## src/rtl/pack_leb128_pkg.sv

```systemverilog
`default_nettype none
// ============================================================================
// pack_leb128_pkg
// Value-type tags shared with the CPU/stack and WebAssembly immediate lengths.
// Revision: 1.0
// ============================================================================
package pack_leb128_pkg;

  typedef enum logic [1:0] {
    VT_I32 = 2'b00,
    VT_I64 = 2'b01,
    VT_F32 = 2'b10,
    VT_F64 = 2'b11
  } val_type_t;

  localparam int unsigned MAX_LEN_I32 = 5;
  localparam int unsigned MAX_LEN_I64 = 10;
  localparam int unsigned MAX_LEN_F32 = 4;
  localparam int unsigned MAX_LEN_F64 = 8;

  // Index of the last permissible byte for a given value type.
  function automatic logic [3:0] max_index(input val_type_t t);
    case (t)
      VT_I32:  return 4'(MAX_LEN_I32 - 1);
      VT_I64:  return 4'(MAX_LEN_I64 - 1);
      VT_F32:  return 4'(MAX_LEN_F32 - 1);
      default: return 4'(MAX_LEN_F64 - 1);
    endcase
  endfunction

endpackage
`default_nettype wire

```

## src/rtl/pack_leb128_chunk.sv

```systemverilog
`default_nettype none
// ============================================================================
// pack_leb128_chunk
// Combinational byte slicer: current output byte, last flag and shifted rest.
// Revision: 1.0
// ============================================================================
module pack_leb128_chunk
  import pack_leb128_pkg::*;
#(
  parameter bit PAD_EN = 1'b0
) (
  input  logic [63:0] sr,
  input  val_type_t   vtype,
  input  logic        at_max,
  output logic [7:0]  data,
  output logic        last,
  output logic [63:0] rest
);

  logic [6:0]  chunk;
  logic [63:0] sar7;
  logic        natural_last;

  assign chunk = sr[6:0];
  assign sar7  = $signed(sr) >>> 7;

  // Signed LEB128 terminates once the remaining bits are pure sign extension
  // of the chunk's top bit.
  assign natural_last = ((sar7 == 64'h0) && !chunk[6]) ||
                        ((sar7 == {64{1'b1}}) && chunk[6]);

  always_comb begin
    data = 8'h00;
    last = 1'b0;
    rest = 64'h0;
    case (vtype)
      VT_I32, VT_I64: begin
        rest = sar7;
        last = PAD_EN ? at_max : (natural_last || at_max);
        data = {~last, chunk};
      end
      default: begin
        rest = sr >> 8;
        last = at_max;
        data = sr[7:0];
      end
    endcase
  end

endmodule
`default_nettype wire

```

## src/rtl/pack_leb128.sv

```systemverilog
`default_nettype none
// ============================================================================
// pack_leb128
// Streaming WebAssembly immediate encoder, one byte per clock, LSB first.
// Build option: PACK_LEB128_PAD_EN -> fixed-width (5/10 byte) integer form.
// Revision: 1.0
// ============================================================================
module pack_leb128
  import pack_leb128_pkg::*;
(
  input  logic        clk,
  input  logic        reset,
  input  logic        in_valid,
  output logic        in_ready,
  input  logic [1:0]  in_type,
  input  logic [63:0] in_value,
  output logic        out_valid,
  input  logic        out_ready,
  output logic [7:0]  out_data,
  output logic        out_last,
  output logic [3:0]  out_index
);

`ifdef PACK_LEB128_PAD_EN
  localparam bit PAD_MODE = 1'b1;
`else
  localparam bit PAD_MODE = 1'b0;
`endif

  typedef enum logic [0:0] {
    ST_IDLE = 1'b0,
    ST_EMIT = 1'b1
  } state_t;

  state_t      state;
  logic [63:0] sr;
  val_type_t   vtype;
  logic [3:0]  cnt;

  logic        at_max;
  logic [7:0]  chunk_data;
  logic        chunk_last;
  logic [63:0] chunk_rest;
  logic        accept;
  logic        xfer;
  val_type_t   new_type;
  logic [63:0] new_sr;

  assign at_max = (cnt == max_index(vtype));

  pack_leb128_chunk #(
    .PAD_EN (PAD_MODE)
  ) u_chunk (
    .sr     (sr),
    .vtype  (vtype),
    .at_max (at_max),
    .data   (chunk_data),
    .last   (chunk_last),
    .rest   (chunk_rest)
  );

  assign out_valid = (state == ST_EMIT);
  assign out_last  = out_valid && chunk_last;
  assign out_index = out_valid ? cnt : 4'd0;
  assign out_data  = out_valid ? chunk_data : 8'h00;

  // Accepting during the final transfer keeps back-to-back values bubble-free.
  assign in_ready = (state == ST_IDLE) || (out_ready && out_last);
  assign accept   = in_valid && in_ready;
  assign xfer     = out_valid && out_ready;

  assign new_type = val_type_t'(in_type);

  always_comb begin
    new_sr = in_value;
    case (new_type)
      VT_I32:  new_sr = {{32{in_value[31]}}, in_value[31:0]};
      VT_F32:  new_sr = {32'h0, in_value[31:0]};
      default: new_sr = in_value;
    endcase
  end

  always_ff @(posedge clk or negedge reset) begin
    if (!reset) begin
      state <= ST_IDLE;
      sr    <= 64'h0;
      vtype <= VT_I32;
      cnt   <= 4'd0;
    end else if (accept) begin
      state <= ST_EMIT;
      sr    <= new_sr;
      vtype <= new_type;
      cnt   <= 4'd0;
    end else if (xfer) begin
      if (chunk_last) begin
        state <= ST_IDLE;
      end else begin
        sr  <= chunk_rest;
        cnt <= cnt + 4'd1;
      end
    end
  end

endmodule
`default_nettype wire

```

## config.mk

```make
export PLATFORM = sky130hd
export DESIGN_NAME = pack_leb128
export DESIGN_NICKNAME = d
export VERILOG_FILES = /design/src/rtl/pack_leb128_pkg.sv /design/src/rtl/pack_leb128_chunk.sv /design/src/rtl/pack_leb128.sv
export SDC_FILE = /design/constraint.sdc
export NUM_CORES = 1
export LEC_CHECK = 0
export ABC_AREA = 1
export BUFFER_PORTS_ARGS = -buffer_cell sky130_fd_sc_hd__buf_2
export CELL_PAD_IN_SITES_DETAIL_PLACEMENT = 1
export CELL_PAD_IN_SITES_GLOBAL_PLACEMENT = 1
export CORE_MARGIN = 5
export CORE_UTILIZATION = 36
export CTS_BUF_LIST = sky130_fd_sc_hd__clkbuf_4 sky130_fd_sc_hd__clkbuf_8
export CTS_CLUSTER_SIZE = 8
export DETAILED_ROUTE_END_ITERATION = 8
export PLACE_DENSITY_LB_ADDON = 0.1
export SLEW_MARGIN = 5
export SYNTH_ARGS = -nofsm -noshare
export SYNTH_HDL_FRONTEND = slang
export SYNTH_SLANG_ARGS = --single-unit
```

## constraint.sdc

```tcl
create_clock -name clk -period 2 [get_ports clk]
set_input_delay 0.4 -clock clk [delete_from_list [all_inputs] [get_ports clk]]
set_output_delay 0.4 -clock clk [all_outputs]
set_load 0.01 [all_outputs]
```

# Yosys cells after proc, flatten, opt, wreduce, memory -nomap -nowiden
# Cells that the tools add are included.
dict set report classes {
  add_sub_neg 1
  mul 0
  div_mod_pow 0
  n_lt_le_gt_ge 0
  n_eq_ne 7
  n_shift 0
  n_mux 16
  n_bitwise 2
  reduce_logical 19
}
# op n
set op_table {}
lappend op_table {{$mux W64} 4}
lappend op_table {{$pmux W64 S2} 1}
lappend op_table {{$eq A64 B64 Y1 const B} 1}
lappend op_table {{$logic_not A64 Y1} 1}
lappend op_table {{$mux W4} 4}
lappend op_table {{$mux W8} 2}
lappend op_table {{$pmux W4 S3} 1}
lappend op_table {{$logic_and A1 B1 Y1} 6}
lappend op_table {{$add A4 B1 Y4 const B} 1}
lappend op_table {{$eq A2 B2 Y1 const B} 2}
lappend op_table {{$eq A4 B4 Y1} 1}
lappend op_table {{$logic_not A2 Y1} 2}
lappend op_table {{$mux W1} 4}
lappend op_table {{$reduce_and A2 Y1} 2}
lappend op_table {{$reduce_bool A2 Y1} 2}
lappend op_table {{$logic_or A1 B1 Y1} 3}
lappend op_table {{$reduce_and A3 Y1} 1}
lappend op_table {{$eq A2 B1 Y1 const B} 1}
lappend op_table {{$ne A2 B1 Y1 const B} 1}
lappend op_table {{$ne A2 B2 Y1 const B} 1}
lappend op_table {{$not A1 Y1} 2}
lappend op_table {{$reduce_or A2 Y1} 1}
lappend op_table {{$logic_not A1 Y1} 1}
dict set report word_totals {
  ff_bits 71
  latch_bits 0
  ramBits 0
  mem_bits_ro 0
  inputBits 70
  output_inout_bits 15
  word_cells 50
  mem_count 0
}

# Longest topological paths before layout
dict set report depth {
  depth_word 11
  ltp_mapped 18
  mapped_depth_nobuf 16
}

# Modules after synthesis
# A second synthesis with hierarchy kept.
dict set report hier_totals {
  cells_unflattened 831
  area_unflattened_um2 5141.2
}
# mod n_inst cells_each area_per_inst_um2
set modules_own_cells {}
lappend modules_own_cells {pack_leb128 1 511 3832.4}
lappend modules_own_cells {pack_leb128_chunk 1 320 1308.8}

# Worst setup path before layout
# OpenSTA, ideal clock, no wires.
dict set report synth_timing {
  path_type {register to register}
  from {register vtype[0]}
  to {register sr[63]}
  setup_ns 0.117
  arrival_time_ns 1.891
  required_ns 1.883
  setup_slack_ns -0.008
  path_stages_with_launch 15
  path_buffers 2
  cell_sequence {dfrtp_1 > inv_1 > ha_1 > nor2_1 > nor2_1 > nand3_2 > nand3_2 > nand2_2 > nand2_2 > buf_6 > buf_6 > nand2_1 > nand2_1 > nand2_1 > nand2_1}
}
dict set report synth_via {
  elab_chain_cells 11
  elab_cells_between_ends 17
}
# element line
set synth_lines {}
lappend synth_lines {{start: declaration} pack_leb128.sv:37} ;# val_type_t vtype;
lappend synth_lines {{start signal: assignment} pack_leb128.sv:92} ;# vtype <= new_type;
lappend synth_lines {{$eq A2 B2 Y1 (tied with other cells)} pack_leb128_pkg.sv:23} ;# case (t)
lappend synth_lines {{$pmux W4 S3} pack_leb128_pkg.sv:23}
lappend synth_lines {{$eq A4 B4 Y1} pack_leb128.sv:49} ;# assign at_max = (cnt == max_index(vtype));
lappend synth_lines {{$logic_or A1 B1 Y1} pack_leb128_chunk.sv:39} ;# last = PAD_EN ? at_max : (natural_last || at_max);
lappend synth_lines {{$mux W1} pack_leb128_chunk.sv:36} ;# case (vtype)
lappend synth_lines {{$logic_and A1 B1 Y1} pack_leb128.sv:63} ;# assign out_last = out_valid && chunk_last;
lappend synth_lines {{$logic_and A1 B1 Y1} pack_leb128.sv:68} ;# assign in_ready = (state == ST_IDLE) || (out_ready && out_last);
lappend synth_lines {{$logic_or A1 B1 Y1} pack_leb128.sv:68}
lappend synth_lines {{$logic_and A1 B1 Y1} pack_leb128.sv:69} ;# assign accept = in_valid && in_ready;
lappend synth_lines {{$ne A2 B2 Y1 (no source line) (tied with other cells)} n/a}
lappend synth_lines {{$reduce_and A3 Y1 (no source line)} n/a}
lappend synth_lines {{end signal: assignment} pack_leb128.sv:91} ;# sr <= new_sr;
lappend synth_lines {{end signal: assignment} pack_leb128.sv:98} ;# sr <= chunk_rest;
lappend synth_lines {{end: declaration} pack_leb128.sv:36} ;# logic [63:0] sr;
# Parallel ways exist; a longest one is shown, timed or not.
# A chain may end at the register's enable or synchronous reset.

# Worst setup path in the final report
dict set report layout_timing {
  from {register sr[22]}
  to {output out_last}
}
dict set report layout_via {
  elab_chain_cells 6
  elab_cells_between_ends 8
}
# element line
set layout_lines {}
lappend layout_lines {{$eq A64 B64 Y1 / $logic_not A64 Y1 (equally long branches)} {pack_leb128_chunk.sv:30, pack_leb128_chunk.sv:29}}
lappend layout_lines {{$logic_and A1 B1 Y1 (on tied branches)} {pack_leb128_chunk.sv:30, pack_leb128_chunk.sv:29}}
lappend layout_lines {{$logic_or A1 B1 Y1 (*)} pack_leb128_chunk.sv:29} ;# assign natural_last = ((sar7 == 64'h0) && !chunk[6]) ||
lappend layout_lines {{$logic_or A1 B1 Y1 (*)} pack_leb128_chunk.sv:39}
lappend layout_lines {{$mux W1 (*)} pack_leb128_chunk.sv:36}
lappend layout_lines {{$logic_and A1 B1 Y1 (*)} pack_leb128.sv:63}
lappend layout_lines {{end: declaration} pack_leb128.sv:20} ;# output logic out_last,
# Every way passes the cells marked *; elsewhere a longest branch is shown, timed or not.

==> flow_summary_export.csv <==
group,metric,value,unit
status,outcome,"finished, violations left",
status,violations,"setup timing",
synth,syn_inst,859,
global_route,grt_start_max_net_pins,72,
power_and_ir_drop,ir_drop,0.000744,V
synth,synth_area_leaders,"nand2_1, dfrtp_1, nand3_1, nor2_1, inv_1",
critical_path,r2r-end,"sr[43]",
critical_path,start_kind,"register",
critical_path,crit_type,"register to primary output",
critical_path,path_cells,"nor2_1, nand2_1, nor2_1, nand2_1, nor2_1, nand2_1, nand3_2, nand2_2, buf_4, nor2_4, buf_6",
layout,multi_input_area,3470,sq um
place,dp_hpwl,12800,microns
routing,drcViolationCount,0,
run,drv_cap,0,
cts,cts.sinks,71,
place,post-place-ws,-214,ps
synth,synthArstFlopShare,100,%
synth,ys_seq_area_share,34.9,%
timing,holdWs,40.7,ps
synth,yosysMostFrequentCell,"nand2_1",
power_and_ir_drop,p_leak,4.48,nW
routing,dr.pass1.iters,5,
synth,ys_top_cells_by_count,"nand2_1, nand3_1, dfrtp_1",
routing,drt_wl_total,23000,microns
place,place.gp.congestion,0.865,
timing,rsz0062_at_grt,"yes",
critical_path,critPathSlowestCell,"dfrtp_1",
synth,netlist.top_cell.by_area,"nand2_1",
critical_path,path_depth,11,
timing,skew,11.9,ps
global_route,grt_pass1_wl,34100,microns
layout,drive_gt1_share,34.2,%
cts,cts_tree,"yes",
cts,clock_latency,380,ps
power_and_ir_drop,clockPowerShare,11.3,%
routing,vias,6261,
critical_path,reg2reg_depth,17,
power_and_ir_drop,p_seq_share,17.8,%
layout,area_delta_synth_final,52.4,%
layout,antenna_cells,0,
power_and_ir_drop,intPower,7.53,mW
worst_hold_path,hold_class,"input port to asynchronous set/reset pin",
cts,clk_path_buf_depth,2,
floorplan,die_area,16600,sq um
timing,maxSlewHeadroom,71.2,%
layout,layout.nets,1095,
synth,synth_seq_cells,71,
place,port_buffers,84,
critical_path,r2r_start,"sr[22]",
critical_path,cp-startpoint,"sr[22]",
power_and_ir_drop,p_comb_share,70.9,%
critical_path,cpPeakStageDelay,460,ps
timing,finalHoldViolCount,0,
power_and_ir_drop,power,14.3,mW
critical_path,critPathCaptureType,"primary output",
critical_path,crit_end,"out_last",
critical_path,cp_top_family,"simple AND/OR/NAND/NOR gates",
power_and_ir_drop,p_sw_share,47.4,%
timing,fin_crit_sh,135,%
synth,synthFlopType,"dfrtp_1",
floorplan,core_area,13900,sq um
routing,viasPerCell,5.20,
timing,setup_viol,74,
synth,syn-num-nets,934,
layout,regArea,1790,sq um
synth,synthDistinctLibCells,26,
cts,cts_max_level,3,
cts,cts_root_buffer,"clkbuf_8",
critical_path,rrSetupSlack,-650,ps
power_and_ir_drop,switching_power,6.78,mW
layout,final_util,55.8,%
synth,synth_edf_count,0,
timing,worst_pin_slew,431,ps
global_route,globalRouteTotalUtil,25.9,%
floorplan,ios,85,
timing,finalWorstSetupSlack,-703,ps
cts,clkSlewWorstSetupHoldPaths,90,ps
routing,antenna_left,0,
critical_path,worst-endpoint-arrival,2300,ps
floorplan,fp.dieW,129,microns
power_and_ir_drop,cellPowerDensity,1850,nW/um^2
critical_path,path_buf_inv,2,
timing,period_needed,2700,ps
synth,synth_top_area_share,37.6,%
cts,cts_buffers,9,
synth,syn_area,5080,sq um
critical_path,required,1600,ps
timing,fmax,370,MHz
floorplan,fp.dieH,129,microns
layout,nFillCells,1813,
routing,drt-initial-drc-count,407,
floorplan,num_rows,43,
floorplan,start_util,36.6,%
global_route,overflow,0,
timing,maxSlewViolCount,0,
global_route,grt_pass1_vias,6542,
routing,wire_per_inst,19.1,microns
synth,syn_avg_cell_area,5.92,sq um
critical_path,cp_max_fo,4,
cts,holdBufCountCts,0,
synth,yosys_warnings,0,
global_route,antenna_found_initial,0,
[what timing repair did]
item	4_1_cts	5_1_grt
gates resized for setup	92	116
hold endpoints to repair	0	0
pin swaps	19	8
endpoints found under the setup margin	73	74
gates cloned	11	4
setup buffers	15	10
[registers in the layout, summed over array words and instances, names as in the netlist]
signal	cells
cnt	4
out_valid	1
sr	64
vtype	2
[worst min path at each step]
stage          start      to  slack (ps)  cells past startpoint
6_report       reset   sr[4]          40                      2
5_1_grt        reset  sr[11]          50                      2
4_1_cts        reset   sr[4]          50                      2
3_5_place_dp   reset  sr[10]         470                      2
3_3_place_gp   sr[2]   sr[2]         460                      2
2_1_floorplan  reset  cnt[0]         100                      0
[final cells by class]
cell class | count | area share, %
clock inverter | 5 | 1.66
sequential | 71 | 23.1
timing repair buffer | 199 | 23.7
tap | 180 | 2.91
multi-input combinational | 703 | 44.8
clock buffer | 11 | 1.87
inverter | 36 | 2.05
[cells in the final DEF (no fill, tap or decap), types with 6 or more instances in the layout]
cell,count
buf_2,82
nand2_2,57
nand4_1,6
o21ai_0,7
nand3_1,77
nor2_1,51
nand2_4,27
buf_16,10
nand3_2,25
dfrtp_2,7
inv_1,31
buf_12,16
buf_4,70
nand2_1,426
dfrtp_1,64
clkbuf_8,10
buf_6,14
[logic make-up (layout without fill, tap and decap cells)]
logic type      Yosys count  count (layout)  share of synthesized area [%]
simple gates            678             678                           53.4
buf+inv                  85             251                           7.85
flops                    71              71                           34.9
compound gates           16              16                           1.87
fa+ha+maj                 5               5                           1.23
xor+xnor                  4               4                          0.689
[metal layers]
layer	routed length [microns]	track usage (%)	vias to the layer above
met4	762	9.08	0
li1	-	-	2974
met3	1030	4.77	43
met2	12100	46.7	178
met5	0	0	-
met1	9130	30.8	3066
[per-stage QoR]
| stage | instance area (sq um) | setup TNS (ps) | std cells |
|---|---|---|---|
| CTS | 7240 | -24630 | 1195 |
| floorplan | 5090 | 0 | 859 |
| global route | 7740 | -53090 | 1205 |
| global placement | 6200 | -2070 | 1153 |
| detailed placement | 6200 | -13000 | 1153 |
| finish | 7740 | -44450 | 1205 |
[power groups by stage]
stage	Combinational, mW	Sequential [mW]	Clock [mW]
floorplan	3.87	2.37	0
global placement	6.26	2.42	0
detailed placement	6.48	2.44	0
CTS	8.51	2.43	1.64
global route	10.8	2.60	1.69
finish	10.1	2.54	1.62
Note: power is estimated with default switching activity, not from simulation.
